File: src/rtl/duck_pkg.sv
// Shared types and screen geometry defaults for the duck flight controller.
package duck_pkg;

  localparam int SCREEN_W_DEF = 640;
  localparam int SCREEN_H_DEF = 480;
  localparam int DUCK_W_DEF   = 64;
  localparam int DUCK_H_DEF   = 64;

  // Row where a duck appears: sprite bottom resting on the screen bottom.
  localparam int SPAWN_Y = SCREEN_H_DEF - DUCK_H_DEF;

  typedef enum logic [2:0] {
    ST_IDLE,
    ST_DELAY,
    ST_FLY,
    ST_FALL,
    ST_ESCAPE
  } state_t;

endpackage

File: src/rtl/duck_axis.sv
// One motion axis: step a position toward 0 or the limit, bouncing off
// either bound. Math is done one bit wider so wrap-around is visible.
module duck_axis #(
  parameter int W = 10
) (
  input  logic [W-1:0] i_pos,
  input  logic         i_dir,   // 1 = increasing coordinate
  input  logic [W-1:0] i_step,
  input  logic [W-1:0] i_limit,
  output logic [W-1:0] o_pos,
  output logic         o_dir
);

  logic [W:0] w_sum;
  logic [W:0] w_diff;

  // Clamp-and-bounce: touching or crossing a bound parks on it and reverses.
  always_comb begin
    w_sum  = {1'b0, i_pos} + {1'b0, i_step};
    w_diff = {1'b0, i_pos} - {1'b0, i_step};
    o_pos  = i_pos;
    o_dir  = i_dir;
    if (i_dir) begin
      if (w_sum >= {1'b0, i_limit}) begin
        o_pos = i_limit;
        o_dir = 1'b0;
      end else begin
        o_pos = w_sum[W-1:0];
      end
    end else begin
      if (w_diff[W] || (w_diff == '0)) begin
        o_pos = '0;
        o_dir = 1'b1;
      end else begin
        o_pos = w_diff[W-1:0];
      end
    end
  end

endmodule

File: src/rtl/duck_motion.sv
// Per-duck flight controller: spawn delay, flight with wall bounces,
// shot fall and escape. Paces the LFSR through rng_enable and reports
// the outcome of each duck as a one-cycle pulse.
module duck_motion
  import duck_pkg::*;
#(
  parameter int SCREEN_W   = SCREEN_W_DEF,
  parameter int SCREEN_H   = SCREEN_H_DEF,
  parameter int DUCK_W     = DUCK_W_DEF,
  parameter int DUCK_H     = DUCK_H_DEF,
  parameter int SPEED      = 2,
  parameter int FALL_SPEED = 4,
  parameter int MAX_FRAMES = 600
) (
  input  logic       clk,
  input  logic       reset,
  input  logic       frame_tick,
  input  logic       start,
  input  logic       hit,
  input  logic [7:0] rnd,
  output logic       rng_enable,
  output logic [9:0] duck_x,
  output logic [8:0] duck_y,
  output logic       duck_active,
  output logic       duck_falling,
  output logic       duck_down,
  output logic       duck_escaped,
  output logic       busy
);

  localparam logic [9:0] X_LIM  = 10'(SCREEN_W - DUCK_W);
  localparam logic [8:0] Y_LIM  = 9'(SCREEN_H - DUCK_H);
  localparam logic [9:0] SPD_X  = 10'(SPEED);
  localparam logic [8:0] SPD_Y  = 9'(SPEED);
  localparam logic [9:0] FALL_W = 10'(FALL_SPEED);
  localparam int FW = ($clog2(MAX_FRAMES + 1) > 5) ? $clog2(MAX_FRAMES + 1) : 5;
  localparam logic [FW-1:0] FRAMES_END = FW'(MAX_FRAMES);

  state_t        r_state;
  logic [6:0]    r_delay;
  logic [FW-1:0] r_frames;
  logic          r_dir_x;
  logic          r_dir_y;
  logic [9:0]    r_x;
  logic [8:0]    r_y;
  logic          r_active;
  logic          r_falling;
  logic          r_down;
  logic          r_escaped;
  logic          r_busy;
  logic          r_rng_en;

  state_t        w_state_nxt;
  logic [6:0]    w_delay_nxt;
  logic [FW-1:0] w_frames_nxt;
  logic [FW-1:0] w_frames_inc;
  logic          w_dir_x_nxt;
  logic          w_dir_y_nxt;
  logic [9:0]    w_x_nxt;
  logic [8:0]    w_y_nxt;
  logic          w_active_nxt;
  logic          w_falling_nxt;
  logic          w_down_nxt;
  logic          w_escaped_nxt;
  logic [9:0]    w_fall_sum;

  logic [9:0]    w_ax_x;
  logic          w_ax_dir_x;
  logic [8:0]    w_ax_y;
  logic          w_ax_dir_y;

  duck_axis #(.W(10)) u_axis_x (
    .i_pos   (r_x),
    .i_dir   (r_dir_x),
    .i_step  (SPD_X),
    .i_limit (X_LIM),
    .o_pos   (w_ax_x),
    .o_dir   (w_ax_dir_x)
  );

  duck_axis #(.W(9)) u_axis_y (
    .i_pos   (r_y),
    .i_dir   (r_dir_y),
    .i_step  (SPD_Y),
    .i_limit (Y_LIM),
    .o_pos   (w_ax_y),
    .o_dir   (w_ax_dir_y)
  );

  // Next-state and next-output decode; every output is registered below.
  always_comb begin
    w_state_nxt   = r_state;
    w_delay_nxt   = r_delay;
    w_frames_nxt  = r_frames;
    w_dir_x_nxt   = r_dir_x;
    w_dir_y_nxt   = r_dir_y;
    w_x_nxt       = r_x;
    w_y_nxt       = r_y;
    w_active_nxt  = r_active;
    w_falling_nxt = r_falling;
    w_down_nxt    = 1'b0;
    w_escaped_nxt = 1'b0;
    w_frames_inc  = r_frames + 1'b1;
    w_fall_sum    = {1'b0, r_y} + FALL_W;

    unique case (r_state)
      ST_IDLE: begin
        // A start landing on an outcome pulse is dropped so the round
        // logic sees the outcome before a new duck launches.
        if (start && !r_down && !r_escaped) begin
          w_state_nxt = ST_DELAY;
          w_delay_nxt = {1'b0, rnd[5:0]} + 7'd16;
        end
      end
      ST_DELAY: begin
        if (frame_tick) begin
          if (r_delay <= 7'd1) begin
            w_state_nxt  = ST_FLY;
            w_delay_nxt  = '0;
            w_x_nxt      = {1'b0, rnd[7:1], 2'b00};
            w_y_nxt      = Y_LIM;
            w_dir_x_nxt  = rnd[0];
            w_dir_y_nxt  = 1'b0;
            w_frames_nxt = '0;
            w_active_nxt = 1'b1;
          end else begin
            w_delay_nxt = r_delay - 7'd1;
          end
        end
      end
      ST_FLY: begin
        // A hit outranks both the motion step and the timeout.
        if (hit) begin
          w_state_nxt   = ST_FALL;
          w_falling_nxt = 1'b1;
        end else if (frame_tick) begin
          w_frames_nxt = w_frames_inc;
          w_x_nxt      = w_ax_x;
          w_y_nxt      = w_ax_y;
          w_dir_y_nxt  = w_ax_dir_y;
          w_dir_x_nxt  = w_ax_dir_x ^ ((w_frames_inc[4:0] == 5'd0) && rnd[3]);
          if (w_frames_inc == FRAMES_END) begin
            w_state_nxt = ST_ESCAPE;
          end
        end
      end
      ST_FALL: begin
        if (frame_tick) begin
          if (w_fall_sum >= {1'b0, Y_LIM}) begin
            w_y_nxt       = Y_LIM;
            w_down_nxt    = 1'b1;
            w_active_nxt  = 1'b0;
            w_falling_nxt = 1'b0;
            w_state_nxt   = ST_IDLE;
          end else begin
            w_y_nxt = w_fall_sum[8:0];
          end
        end
      end
      ST_ESCAPE: begin
        if (frame_tick) begin
          if (r_y <= SPD_Y) begin
            w_y_nxt       = '0;
            w_escaped_nxt = 1'b1;
            w_active_nxt  = 1'b0;
            w_state_nxt   = ST_IDLE;
          end else begin
            w_y_nxt = r_y - SPD_Y;
          end
        end
      end
      default: w_state_nxt = ST_IDLE;
    endcase
  end

  // State and output registers; the LFSR free-runs while waiting for a
  // launch and steps once per frame while a duck is on screen.
  always_ff @(posedge clk or posedge reset) begin
    if (reset) begin
      r_state   <= ST_IDLE;
      r_delay   <= '0;
      r_frames  <= '0;
      r_dir_x   <= 1'b0;
      r_dir_y   <= 1'b0;
      r_x       <= '0;
      r_y       <= '0;
      r_active  <= 1'b0;
      r_falling <= 1'b0;
      r_down    <= 1'b0;
      r_escaped <= 1'b0;
      r_busy    <= 1'b0;
      r_rng_en  <= 1'b0;
    end else begin
      r_state   <= w_state_nxt;
      r_delay   <= w_delay_nxt;
      r_frames  <= w_frames_nxt;
      r_dir_x   <= w_dir_x_nxt;
      r_dir_y   <= w_dir_y_nxt;
      r_x       <= w_x_nxt;
      r_y       <= w_y_nxt;
      r_active  <= w_active_nxt;
      r_falling <= w_falling_nxt;
      r_down    <= w_down_nxt;
      r_escaped <= w_escaped_nxt;
      r_busy    <= (w_state_nxt != ST_IDLE);
      r_rng_en  <= ((w_state_nxt == ST_IDLE) || (w_state_nxt == ST_DELAY)) ? 1'b1 : frame_tick;
    end
  end

  assign rng_enable   = r_rng_en;
  assign duck_x       = r_x;
  assign duck_y       = r_y;
  assign duck_active  = r_active;
  assign duck_falling = r_falling;
  assign duck_down    = r_down;
  assign duck_escaped = r_escaped;
  assign busy         = r_busy;

endmodule

File: config.mk
export PLATFORM = sky130hd
export DESIGN_NAME = duck_motion
export DESIGN_NICKNAME = d
export VERILOG_FILES = /design/src/rtl/duck_pkg.sv /design/src/rtl/duck_axis.sv /design/src/rtl/duck_motion.sv
export SDC_FILE = /design/constraint.sdc
export NUM_CORES = 1
export LEC_CHECK = 0
export ABC_AREA = 1
export ABC_CLOCK_PERIOD_IN_PS = 2100
export BUFFER_PORTS_ARGS = -buffer_cell sky130_fd_sc_hd__buf_4
export CAP_MARGIN = 20
export CORE_MARGIN = 10
export CORE_UTILIZATION = 30
export DETAILED_ROUTE_END_ITERATION = 8
export PLACE_DENSITY_LB_ADDON = 0.25
export SYNTH_ARGS = -nofsm -noshare
export SYNTH_HDL_FRONTEND = slang
export SYNTH_SLANG_ARGS = --single-unit
export TNS_END_PERCENT = 100
File: constraint.sdc
create_clock -name clk -period 2.1 [get_ports clk]
set_input_delay 0.21 -clock clk [delete_from_list [all_inputs] [get_ports clk]]
set_output_delay 0.21 -clock clk [all_outputs]
set_load 0.01 [all_outputs]
==> results.md, run 1 <==
- Number of core rows: 41
- Fraction of synthesized cell area taken by the top area cell type: 0.294
- Area delta synth->final: 22.5%
- Clock Tree Buf Depth: 2
- Placed inst area: 0.00433 sq mm
- WL/cell: 13.7 um
- Number of enable-type register cells in the synthesized netlist: 0
- Final antenna-violating net count: 0
- Overall routed net length: 11200 um
- Number of CTS-inserted buffers: 5
- Library cells used by synthesis: 42
- Commonest non-fill, non-tap cells in the layout: 184 x nand2_1, 73 x inv_1, 65 x buf_4
- Pre-antenna DRT Iters: 4
- Maximum resistive drop on vdd: 0.376 mV
- Number of DRC violations after detailed-routing iteration 0: 321
- Residual DRC: 0
- Maximum clock frequency: 515 MHz
- Post-layout power: 6070 uW
- Die X: 133 um
- Global-route wire length before repair: 18700 um
- Initial antenna violation count: 0
- Total number of vias: 3950
- Clock latency of the later-clocked register in the worst-skew pair: 0.29 ns
- Floorplan Core Area: 0.0126 sq mm
- Synthesized area: 0.00383 sq mm
- H-tree depth reported by CTS: 2
- DRT met1 WL: 5220 um
- Max Slew Vio Count: 0
- Number of max-capacitance violations reported: 0
- Hold buffer count at CTS: 0
- Cells along the critical path: ha_1, nand2_1, inv_1, nand2_1, nand2_1, nand3_1, nand3_1, buf_4, nand3_1, nand2_1, inv_1, nor2_2, a21boi_1
- Proportion of synthesized chip area in sequential cells: 0.294
- Worst-path cell with the longest stage delay: dfrtp_1
- Fill cell instance count of the final layout: 1353
- Final hold violation count: 0
- Type of the worst min-delay path: primary input to async pin
- Leakage Power: 0.00237 uW
- Syn avg cell area: 6.49 sq um
- Nets@finish: 670
- Kind of cell adding the most delay to the critical path: simple AND/OR/NAND/NOR gates
- Yosys warnings: 0
- Fraction of synthesis flops using an asynchronous set or reset pin: 1.00
- Final critical path time including I/O delays and setup: 1.94 ns
- Setup-violating endpoint count in the final report: 0
- Die Span Y: 133 um
- Critical Setup Path Class: register to register
- Via count of the first global-routing pass: 3774
- Unrepaired setup endpoints after global routing: true
- Clock-pin slew on the worst setup and hold paths: 0.06 ns
- Seq. cell area: 0.00113 sq mm
- Headroom to the max-slew limit: 0.592
- Slew of the pin with the lowest slew margin: 0.612 ns
- Number of clock sinks seen by CTS: 45
- Arr. time, crit path: 2.11 ns
- Share of layout cells above drive strength 1: 0.201
- Design Area, Final: 0.00469 sq mm
- CP startpoint kind: register
- Buf/Inv on CP: 3
- Area taken by multi-input logic gates: 0.00236 sq mm
- Diode count: 0
- Status: completed
- Detailed-placement wirelength estimate: 8630 um
- Worst setup EP type: register
- CTS Root Cell: clkbuf_16
- CP Max Fanout: 4
- Post-Synthesis Cells: 590
- Number of vias per cell after detailed routing: 4.82
- Total power divided by cell area: 1290 mW/mm^2
- Top-level port count: 38
- Most common cell after layout, fill and taps aside: nand2_1
- Final cycle utilization of the critical path: 0.924
- CTS tree: built
- Most used flip-flop cell after synthesis: dfrtp_1
- Highest metal layer with signal wires: met4
- GP Congestion: 0.937
- Setup clock skew after layout: 0.00332 ns
- Pin count of the biggest net entering global routing: 46
- Cell accounting for the most synthesized area: dfrtp_1
- Endpoint required time on the critical path: 2.27 ns
- Most prevalent standard cell on the critical path: nand2_1
- DIE AREA: 0.0177 sq mm
- Leftover overflow at the end of global routing: 0
- Final-layout setup total negative slack: 0 ns
- Effective utilization at floorplan: 0.304
- Global routing usage summed across all routing layers: 0.127
- Critical path's largest stage delay: 0.44 ns
- Met2 WL post-DR: 5200 um
- Top area cells in the synthesized netlist: dfrtp_1 29%, nand2_1 19%, inv_1 7.4%
- Routed length on met3: 573 um
- Count of buffers inserted at the top-level ports: 35
- #FFs+latches synth: 45
[logic make-up (layout without fill, tap and decap cells)]
group	count (synthesis)	in the layout	synth area share
other	1	2	0.000980
adder cells (fa/ha/maj)	11	11	0.0360
flip-flops	45	45	0.294
XOR/XNOR	14	14	0.0320
AND/OR/NAND/NOR	340	340	0.399
buffers and inverters	100	156	0.111
AO/OA/AOI/OAI	79	79	0.127
[final cells by class]
type / count / area share
multi-input combinational: 446 / 0.504
sequential: 45 / 0.241
timing repair buffer: 65 / 0.104
inverter: 83 / 0.0681
tap: 172 / 0.0459
clock buffer: 7 / 0.0304
clock inverter: 1 / 0.00641
[flip-flops by register name, summed over array words and instances, names as in the netlist, 3 cells and up]
register	count
r_frames	10
duck_x	9
duck_y	8
r_delay	7
r_state	3
[layer usage]
metal	vias to the layer above	GRT usage
li1	2000	-
met1	1836	0.165
met2	97	0.202
met3	17	0.0250
met4	0	0.0477
met5	-	0
[worst paths after layout]
kind                              start  slack [ns]  depth (start not counted)      endpoint
setup / recovery              duck_y[1]        0.16                         13     duck_y[5]
hold / removal                    reset        0.07                          3     duck_x[8]
setup reg to reg              duck_y[1]        0.16                         13     duck_y[5]
hold reg to reg            duck_falling        0.48                          2  duck_falling
max in group asynchronous         reset        1.57                          3     duck_x[2]
min in group clk                 rnd[7]        0.19                          3     duck_x[8]
[stage by stage]
| step | util | hold WS [ns] | setup slack [ns] | instances |
|---|---|---|---|---|
| 6_report | 0.373 | 0.0747 | 0.160 | 819 |
| 2_1_floorplan | - | 0.338 | 0.255 | 591 |
| 4_1_cts | 0.358 | 0.107 | 0.0258 | 806 |
| 3_3_place_gp | 0.344 | 0.412 | 0.0631 | 798 |
| 3_5_place_dp | 0.344 | 0.423 | 0.0485 | 798 |
| 5_1_grt | 0.373 | 0.140 | -0.0316 | 819 |
[cell usage after synthesis (2+ instances only)]
cell	count
nand2_1	190
inv_1	75
nor2_1	53
nand3_1	51
dfrtp_1	45
o21ai_0	24
nand4_1	15
a21oi_1	11
ha_1	11
o22ai_1	11
buf_2	10
xor2_1	10
inv_2	6
nor2_2	6
a31oi_1	5
nand2_4	5
o21ai_1	5
a22oi_1	4
nand2_2	4
nor3_1	4
o211ai_1	4
o21a_1	4
xnor2_1	4
a21boi_1	3
buf_6	3
nor2_4	3
buf_4	2
clkbuf_1	2
inv_4	2
nand3_2	2
o2111ai_1	2
o21ai_2	2
o21bai_1	2
or2_2	2
[where the power goes]
group,internal (uW),switching [uW],total (uW)
clock network,595,341,937
registers,1140,383,1520
logic,1380,2220,3610
[what timing repair did]
action | 4_1_cts | 5_1_grt
setup buffers | 0 | 13
endpoints found under the setup margin | 0 | 26
gates resized for setup | 0 | 29
[tightest hold or removal path, delay by kind of cell]
family,cells,cell delay (ns)
buf+inv,3,0.62
(Power assumes the default switching activity.)
==> run 2: changes to the inputs <==
CELL_PAD_IN_SITES_DETAIL_PLACEMENT = 0   (was default)
CELL_PAD_IN_SITES_GLOBAL_PLACEMENT = 1   (was default)
==> run 2 against run 1 <==
Against the previous run:
- final area fell by 0.45%
- die area did not move
- sequential share of layout area rose by 0.16 points
- first-iteration DRC count fell by 32%
- register-to-register slack barely moved
- via count rose by 0.38%
- largest power group unchanged
==> results.md, run 2 (synthesis results as in run 1) <==
- Max Slew Vio Count: 0 (unchanged)
- Nets@finish: 670 (unchanged)
- Arr. time, crit path: 2.11 ns (about the same)
- Max FFs per register: 10 (unchanged)
- Total power divided by cell area: 1310 mW/mm^2 (was 1290 mW/mm^2)
- Headroom to the max-slew limit: 0.501 (was 0.592)
- Final non-filler cell total: 818 (was 819)
- Number of vias per cell after detailed routing: 4.85 (was 4.82)
- Type of the worst min-delay path: primary input to async pin (unchanged)
- Clock-pin slew on the worst setup and hold paths: 0.06 ns (about the same)
- Top-level port count: 38 (unchanged)
- WL/cell: 14.1 um (was 13.7 um)
- Leftover overflow at the end of global routing: 0 (unchanged)
- Via count of the first global-routing pass: 3817 (was 3774)
- Final hold violation count: 0 (unchanged)
- Share of total power consumed by net switching: 0.491 (was 0.486)
- Initial antenna violation count: 0 (unchanged)
- Residual DRC: 0 (unchanged)
- Worst setup EP type: register (unchanged)
- Design Area, Final: 0.00467 sq mm (was 0.00469 sq mm)
- Worst-path cell with the longest stage delay: dfrtp_1 (unchanged)
- Cells along the critical path: inv_1, ha_1, inv_1, nand2_1, nand3_1, nand2_1, nand2_1, nor2_4, nand2_4, nor2_8, nand2_1, nor2_1, a21boi_1 (was ha_1, nand2_1, inv_1, nand2_1, nand2_1, nand3_1, nand3_1, buf_4, nand3_1, nand2_1, inv_1, nor2_2, a21boi_1)
- Clock Tree Buf Depth: 2 (unchanged)
- Maximum clock frequency: 516 MHz (was 515 MHz)
- Diode count: 0 (unchanged)
- Placed inst area: 0.00437 sq mm (was 0.00433 sq mm)
- Endpoint required time on the critical path: 2.27 ns (about the same)
- Die X: 133 um (unchanged)
- CTS Root Cell: clkbuf_16 (unchanged)
- Total number of vias: 3965 (was 3950)
- Status: completed (unchanged)
- DIE AREA: 0.0177 sq mm (unchanged)
- Seq. cell area: 0.00113 sq mm (about the same)
- Clock latency of the later-clocked register in the worst-skew pair: 0.28 ns (was 0.29 ns)
- Setup clock skew after layout: 0.00352 ns (was 0.00332 ns)
- Leakage Power: 0.00236 uW (was 0.00237 uW)
- Global-route wire length before repair: 19100 um (was 18700 um)
- Commonest non-fill, non-tap cells in the layout: 184 x nand2_1, 73 x inv_1, 65 x buf_4 (unchanged)
- Number of max-capacitance violations reported: 0 (unchanged)
- Fill cell instance count of the final layout: 1352 (was 1353)
- Slew of the pin with the lowest slew margin: 0.747 ns (was 0.612 ns)
- Global routing usage summed across all routing layers: 0.129 (was 0.127)
- Number of DRC violations after detailed-routing iteration 0: 219 (was 321)
- Pre-antenna DRT Iters: 5 (was 4)
- Area delta synth->final: 21.9% (was 22.5%)
- Cell Count Post-Placement: 803 (was 798)
- Internal cell power: 3120 uW (about the same)
- Die Span Y: 133 um (unchanged)
- Final cycle utilization of the critical path: 0.922 (was 0.924)
- Setup-violating endpoint count in the final report: 0 (unchanged)
- Final critical path time including I/O delays and setup: 1.94 ns (about the same)
- Critical Setup Path Class: register to register (unchanged)
- Overall routed net length: 11500 um (was 11200 um)
- Number of CTS-inserted buffers: 5 (unchanged)
- Detailed-placement wirelength estimate: 9040 um (was 8630 um)
- Post-layout power: 6120 uW (was 6070 uW)
- Count of buffers inserted at the top-level ports: 35 (unchanged)
- Maximum resistive drop on vdd: 0.523 mV (was 0.376 mV)
- Number of clock sinks seen by CTS: 45 (unchanged)
- Proportion of power drawn by flip-flops and latches: 0.250 (was 0.251)
- CTS tree: built (unchanged)
- Critical path's largest stage delay: 0.36 ns (was 0.44 ns)
- Floorplan Core Area: 0.0126 sq mm (unchanged)
- H-tree depth reported by CTS: 2 (unchanged)
- Most prevalent standard cell on the critical path: nand2_1 (unchanged)
- Most common cell after layout, fill and taps aside: nand2_1 (unchanged)
- Hold buffer count at CTS: 0 (unchanged)
- Share of layout cells above drive strength 1: 0.200 (was 0.201)
- Area taken by multi-input logic gates: 0.00235 sq mm (was 0.00236 sq mm)
- Number of core rows: 41 (unchanged)
- CP startpoint kind: register (unchanged)
- GP Congestion: 0.828 (was 0.937)
- Final-layout setup total negative slack: 0 ns (unchanged)
- Final antenna-violating net count: 0 (unchanged)
- CP Max Fanout: 5 (was 4)
- Largest register by flop count: r_frames (unchanged)
- Clk network pwr share: 0.144 (was 0.154)
- Pin count of the biggest net entering global routing: 34 (was 46)
- Switching power total: 3000 uW (was 2950 uW)
- Effective utilization at floorplan: 0.304 (unchanged)
- Comb power frac: 0.606 (was 0.595)
## run 2: cell count changes in the layout (fill, tap and decap cells not counted), moves of 2 or more
cell,change
dfrtp_1,-2
nor2_1,+2
nand3_2,-2
dfrtp_2,+2
## run 2: stage by stage
stage               worst slack, ns  utilization  hold WS [ns]
floorplan                     0.255            -         0.338
global placement            0.00397        0.347         0.400
detailed placement           0.0536        0.347         0.400
CTS                          0.0225        0.360        0.0915
global route                -0.0369        0.371         0.138
finish                        0.164        0.371        0.0618
## run 2: timing repair
action	4_1_cts	5_1_grt
buffers inserted	0	8
resized for setup	0	27
endpoints found under the setup margin	0	15
## run 2: final cells by class
type,count,area share
clock buffer,5,0.0268
clock inverter,2,0.00751
inverter,83,0.0684
multi-input combinational,446,0.504
sequential,45,0.243
tap,172,0.0461
timing repair buffer,65,0.105
## run 2: critical path: cells and delay by family, from the launching register on
family                   cells  cell delay (ns)
AND/OR/NAND/NOR              9             1.07
flip-flops                   1             0.36
buffers and inverters        2             0.15
AO/OA/AOI/OAI                1             0.08
adder cells (fa/ha/maj)      1             0.16
## run 2: routing by layer
metal | part of all wire | wire (um) | vias to the layer above | GRT usage
li1 | - | - | 2006 | -
met1 | 0.46 | 5270 | 1865 | 0.164
met2 | 0.49 | 5600 | 80 | 0.223
met3 | 0.042 | 483 | 14 | 0.0227
met4 | 0.013 | 150 | 0 | 0.0293
met5 | 0 | 0 | - | 0
## run 2: power groups by stage
stage	clock [uW]	sequential (uW)	combinational [uW]
after floorplan	0	1450	2460
after global routing	938	1580	4170
after detailed placement	0	1530	3490
final	881	1530	3710
after CTS	905	1510	3510
after global placement	0	1520	3510
## run 2: worst paths after layout
| path | start | endpoint | slack [ns] | depth (start not counted) |
|---|---|---|---|---|
| hold reg to reg | duck_falling | duck_falling | 0.49 | 2 |
| max in group asynchronous | reset | duck_y[5] | 1.42 | 3 |
| setup reg to reg | r_delay[1] | duck_y[7] | 0.16 | 13 |
| hold / removal | reset | duck_x[3] | 0.06 | 2 |
| setup / recovery | r_delay[1] | duck_y[7] | 0.16 | 13 |
| min in group clk | rnd[7] | duck_x[8] | 0.20 | 3 |
==> run 3: changes to the inputs <==
CORE_UTILIZATION = 45   (was 30)
SYNTH_HIERARCHICAL = 1   (was default)
==> run 3 against run 2 <==
Against the previous run:
- the flow now finishes with violations (setup timing)
- flip-flop and latch count is 2 higher
- sequential share of layout area is 11 points lower
- combinational power grew to 3.3 times the previous value
- worst hold slack better by 0.14 ns
- maximum frequency is 35% lower
- synthesized cell count is 73% higher
- via count is 81% higher
- final cell count is 76% higher
- critical path type unchanged
- critical endpoint is now duck_y[8]
- largest power group unchanged
- highest routed layer unchanged
==> results.md, run 3 <==
- Slew of the pin with the lowest slew margin: 0.564 ns (was 0.747 ns)
- Leakage Power: 0.00476 uW (was 0.00236 uW)
- Headroom to the max-slew limit: 0.624 (was 0.501)
- Area delta synth->final: 41.5% (was 21.9%)
- Switching power total: 7610 uW (was 3000 uW)
- Number of CTS-inserted buffers: 5 (unchanged)
- Kind of cell adding the most delay to the critical path: simple AND/OR/NAND/NOR gates (unchanged)
- Cells along the critical path: fa_2, buf_6, nand4_1, nand3_1, nand2_1, nand2_2, inv_2, ha_4, nand2_4, nor2_4, nand2_2, nand2_2, nor2_2, nand2_2, nand2_4, nand3_4, buf_12, nor2_4, nand2_2, nand3_2, nand2_2, nand4_1, nand2_1, o21ai_1 (was inv_1, ha_1, inv_1, nand2_1, nand3_1, nand2_1, nand2_1, nor2_4, nand2_4, nor2_8, nand2_1, nor2_1, a21boi_1)
- Count of buffers inserted at the top-level ports: 37 (was 35)
- Via count of the first global-routing pass: 6970 (was 3817)
- Number of vias per cell after detailed routing: 4.98 (was 4.85)
- Endpoint required time on the critical path: 2.33 ns (was 2.27 ns)
- Total number of vias: 7187 (was 3965)
- Status: finished, violations left (was completed)
- Worst-path cell with the longest stage delay: dfrtp_2 (was dfrtp_1)
- Cell Count Post-Placement: 1411 (was 803)
- Critical Setup Path Class: register to register (unchanged)
- Maximum resistive drop on vdd: 0.667 mV (was 0.523 mV)
- Nets@finish: 1344 (was 670)
- Proportion of power drawn by flip-flops and latches: 0.109 (was 0.250)
- Number of enable-type register cells in the synthesized netlist: 0 (unchanged)
- H-tree depth reported by CTS: 2 (unchanged)
- Fraction of synthesis flops using an asynchronous set or reset pin: 1.00 (unchanged)
- Syn avg cell area: 6.30 sq um (was 6.49 sq um)
- Most common cell after layout, fill and taps aside: nand2_1 (unchanged)
- Die X: 139 um (was 133 um)
- Compound-cell area share of the yosys netlist: 0.0917 (was 0.127)
- Worst setup EP type: register (unchanged)
- Fin worst setup slack: -0.888 ns (was 0.164 ns)
- Clk network pwr share: 0.065 (was 0.144)
- Global-route wire length before repair: 32900 um (was 19100 um)
- Max Slew Vio Count: 0 (unchanged)
- Maximum clock frequency: 335 MHz (was 516 MHz)
- Violations in the final reports: setup timing
- Fraction of synthesized cell area taken by the top area cell type: 0.183 (was 0.294)
- Most common cell in the netlist: nand2_1 (unchanged)
- Comb power frac: 0.826 (was 0.606)
- WL/cell: 14.2 um (was 14.1 um)
- Residual DRC: 0 (unchanged)
- Leftover overflow at the end of global routing: 0 (unchanged)
- Most used flip-flop cell after synthesis: dfrtp_1 (unchanged)
- Clock latency of the later-clocked register in the worst-skew pair: 0.29 ns (was 0.28 ns)
- Clock-pin slew on the worst setup and hold paths: 0.08 ns (was 0.06 ns)
- Final-layout setup total negative slack: -16.74 ns (was 0 ns)
- Top area cells in the synthesized netlist: dfrtp_1 18%, nand2_1 17%, ha_1 13% (was dfrtp_1 29%, nand2_1 19%, inv_1 7.4%)
- Setup-violating endpoint count in the final report: 21 (was 0)
- Number of DRC violations after detailed-routing iteration 0: 360 (was 219)
- Type of the worst min-delay path: primary input to register (was primary input to async pin)
- Internal cell power: 7400 uW (was 3120 uW)
- Share of total power consumed by net switching: 0.507 (was 0.491)
- Setup clock skew after layout: 0.0108 ns (was 0.00352 ns)
- Proportion of synthesized chip area in sequential cells: 0.183 (was 0.294)
- Core Util, Final: 0.652 (was 0.371)
- Final cycle utilization of the critical path: 1.42 (was 0.922)
- GP Congestion: 0.894 (was 0.828)
- Diode count: 0 (unchanged)
- #FFs+latches synth: 47 (was 45)
- Final non-filler cell total: 1442 (was 818)
- Effective utilization at floorplan: 0.461 (was 0.304)
- Overall routed net length: 20500 um (was 11500 um)
- Final hold violation count: 0 (unchanged)
- Final critical path time including I/O delays and setup: 2.99 ns (was 1.94 ns)
- Die Span Y: 139 um (was 133 um)
- Synthesized area: 0.00642 sq mm (was 0.00383 sq mm)
- Cell accounting for the most synthesized area: dfrtp_1 (unchanged)
- Hold Worst Slack: 0.202 ns (was 0.0618 ns)
- Top-level port count: 38 (unchanged)
- DIE AREA: 0.0195 sq mm (was 0.0177 sq mm)
- Buf/Inv on CP: 3 (was 2)
- Number of clock sinks seen by CTS: 47 (was 45)
- Unrepaired setup endpoints after global routing: true
- Number of max-capacitance violations reported: 0 (unchanged)
- Xor and xnor fraction of the mapped netlist area: 0.0314 (was 0.0320)
- Pre-CTS setup slack: -0.954 ns (was 0.0536 ns)
- Arr. time, crit path: 3.21 ns (was 2.11 ns)
- Critical path's largest stage delay: 0.45 ns (was 0.36 ns)
- Commonest non-fill, non-tap cells in the layout: 258 x nand2_1, 182 x buf_4, 150 x inv_1 (was 184 x nand2_1, 73 x inv_1, 65 x buf_4)
- CP startpoint kind: register (unchanged)
- Clock Tree Buf Depth: 2 (unchanged)
- Pin count of the biggest net entering global routing: 26 (was 34)
- Yosys warnings: 6 (was 0)
- Total power divided by cell area: 1650 mW/mm^2 (was 1310 mW/mm^2)
- Largest family of logic cells by synthesized area: simple AND/OR/NAND/NOR gates (unchanged)
- Synth top cells by count: 291 x nand2_1, 160 x inv_1, 106 x nand3_1 (was 190 x nand2_1, 75 x inv_1, 53 x nor2_1)
- Final antenna-violating net count: 0 (unchanged)
- Number of core rows: 43 (was 41)
- Detailed-placement wirelength estimate: 16100 um (was 9040 um)
- Floorplan Core Area: 0.0139 sq mm (was 0.0126 sq mm)
- Mux cell area share after synthesis: 0 (unchanged)
- CTS Root Cell: clkbuf_16 (unchanged)
- Share of layout cells above drive strength 1: 0.322 (was 0.200)
- CP Max Fanout: 6 (was 5)
- Post-synthesis share of cell area spent on and, or, nand and nor gates: 0.418 (was 0.399)
- Post-Synthesis Cells: 1019 (was 590)
- Area share of fa/ha/maj cells after synthesis: 0.141 (was 0.0360)
- Initial antenna violation count: 0 (unchanged)
- CTS tree: built (unchanged)
- Pre-antenna DRT Iters: 6 (was 5)
- Library cells used by synthesis: 50 (was 42)
- Global routing usage summed across all routing layers: 0.199 (was 0.129)
- Most prevalent standard cell on the critical path: nand2_2 (was nand2_1)
## run 3: through the flow
stage / instance area, sq um / total power (uW)
global placement: 8120 / 11800
floorplan: 6760 / 8160
global route: 9090 / 16400
detailed placement: 8120 / 11900
finish: 9090 / 15000
CTS: 8580 / 13600
## run 3: final timing paths
| path | start | endpoint | slack (ns) | cells after the start |
|---|---|---|---|---|
| max | duck_y[1] | duck_y[8] | -0.89 | 24 |
| max reg2reg | duck_y[1] | duck_y[8] | -0.89 | 24 |
| min | rnd[2] | r_delay[2] | 0.20 | 3 |
| min reg2reg | duck_active | duck_active | 0.51 | 2 |
| max in group asynchronous | reset | r_frames[5] | 0.95 | 4 |
| min in group asynchronous | reset | duck_y[7] | 0.52 | 3 |
## run 3: repair_timing
action	4_1_cts	5_1_grt
hold buffers	1	0
gates resized for setup	39	93
buffers inserted	10	11
endpoints found under the hold margin	23	0
gates cloned	1	1
pin swaps	42	63
endpoints found under the setup margin	21	25
## run 3: cells by family (layout without fill, tap and decap cells)
group,count (synthesis),count (layout)
buffers and inverters,203,382
AND/OR/NAND/NOR,573,575
adder cells (fa/ha/maj),70,70
other,2,64
XOR/XNOR,23,23
flip-flops,47,47
AO/OA/AOI/OAI,101,101
## run 3: layer usage
metal	part of all wire	GRT usage
met4	0.028	0.0626
met5	0	0
met1	0.43	0.242
met2	0.51	0.356
met3	0.035	0.0214
## run 3: power by group through the flow
stage               combinational, uW  sequential, uW  clock [uW]
finish                          12400            1630         973
global route                    13700            1680        1020
CTS                             11000            1620         995
detailed placement              10300            1620           0
global placement                10200            1610           0
floorplan                        6420            1730           0
## run 3: area by class of cell
cell class | count | area [sq um]
clock buffers | 6 | 139
clock inverters | 2 | 38.8
fillers | 1306 | 4840
inverters | 180 | 696
multi-input cells | 833 | 5290
flip-flops and latches | 47 | 1180
well taps | 180 | 225
repair buffers | 194 | 1520
## run 3: tightest hold or removal path: stages
cell and delay (ns):
buf_4 0.11, nand2_1 0.05, a31oi_1 0.08
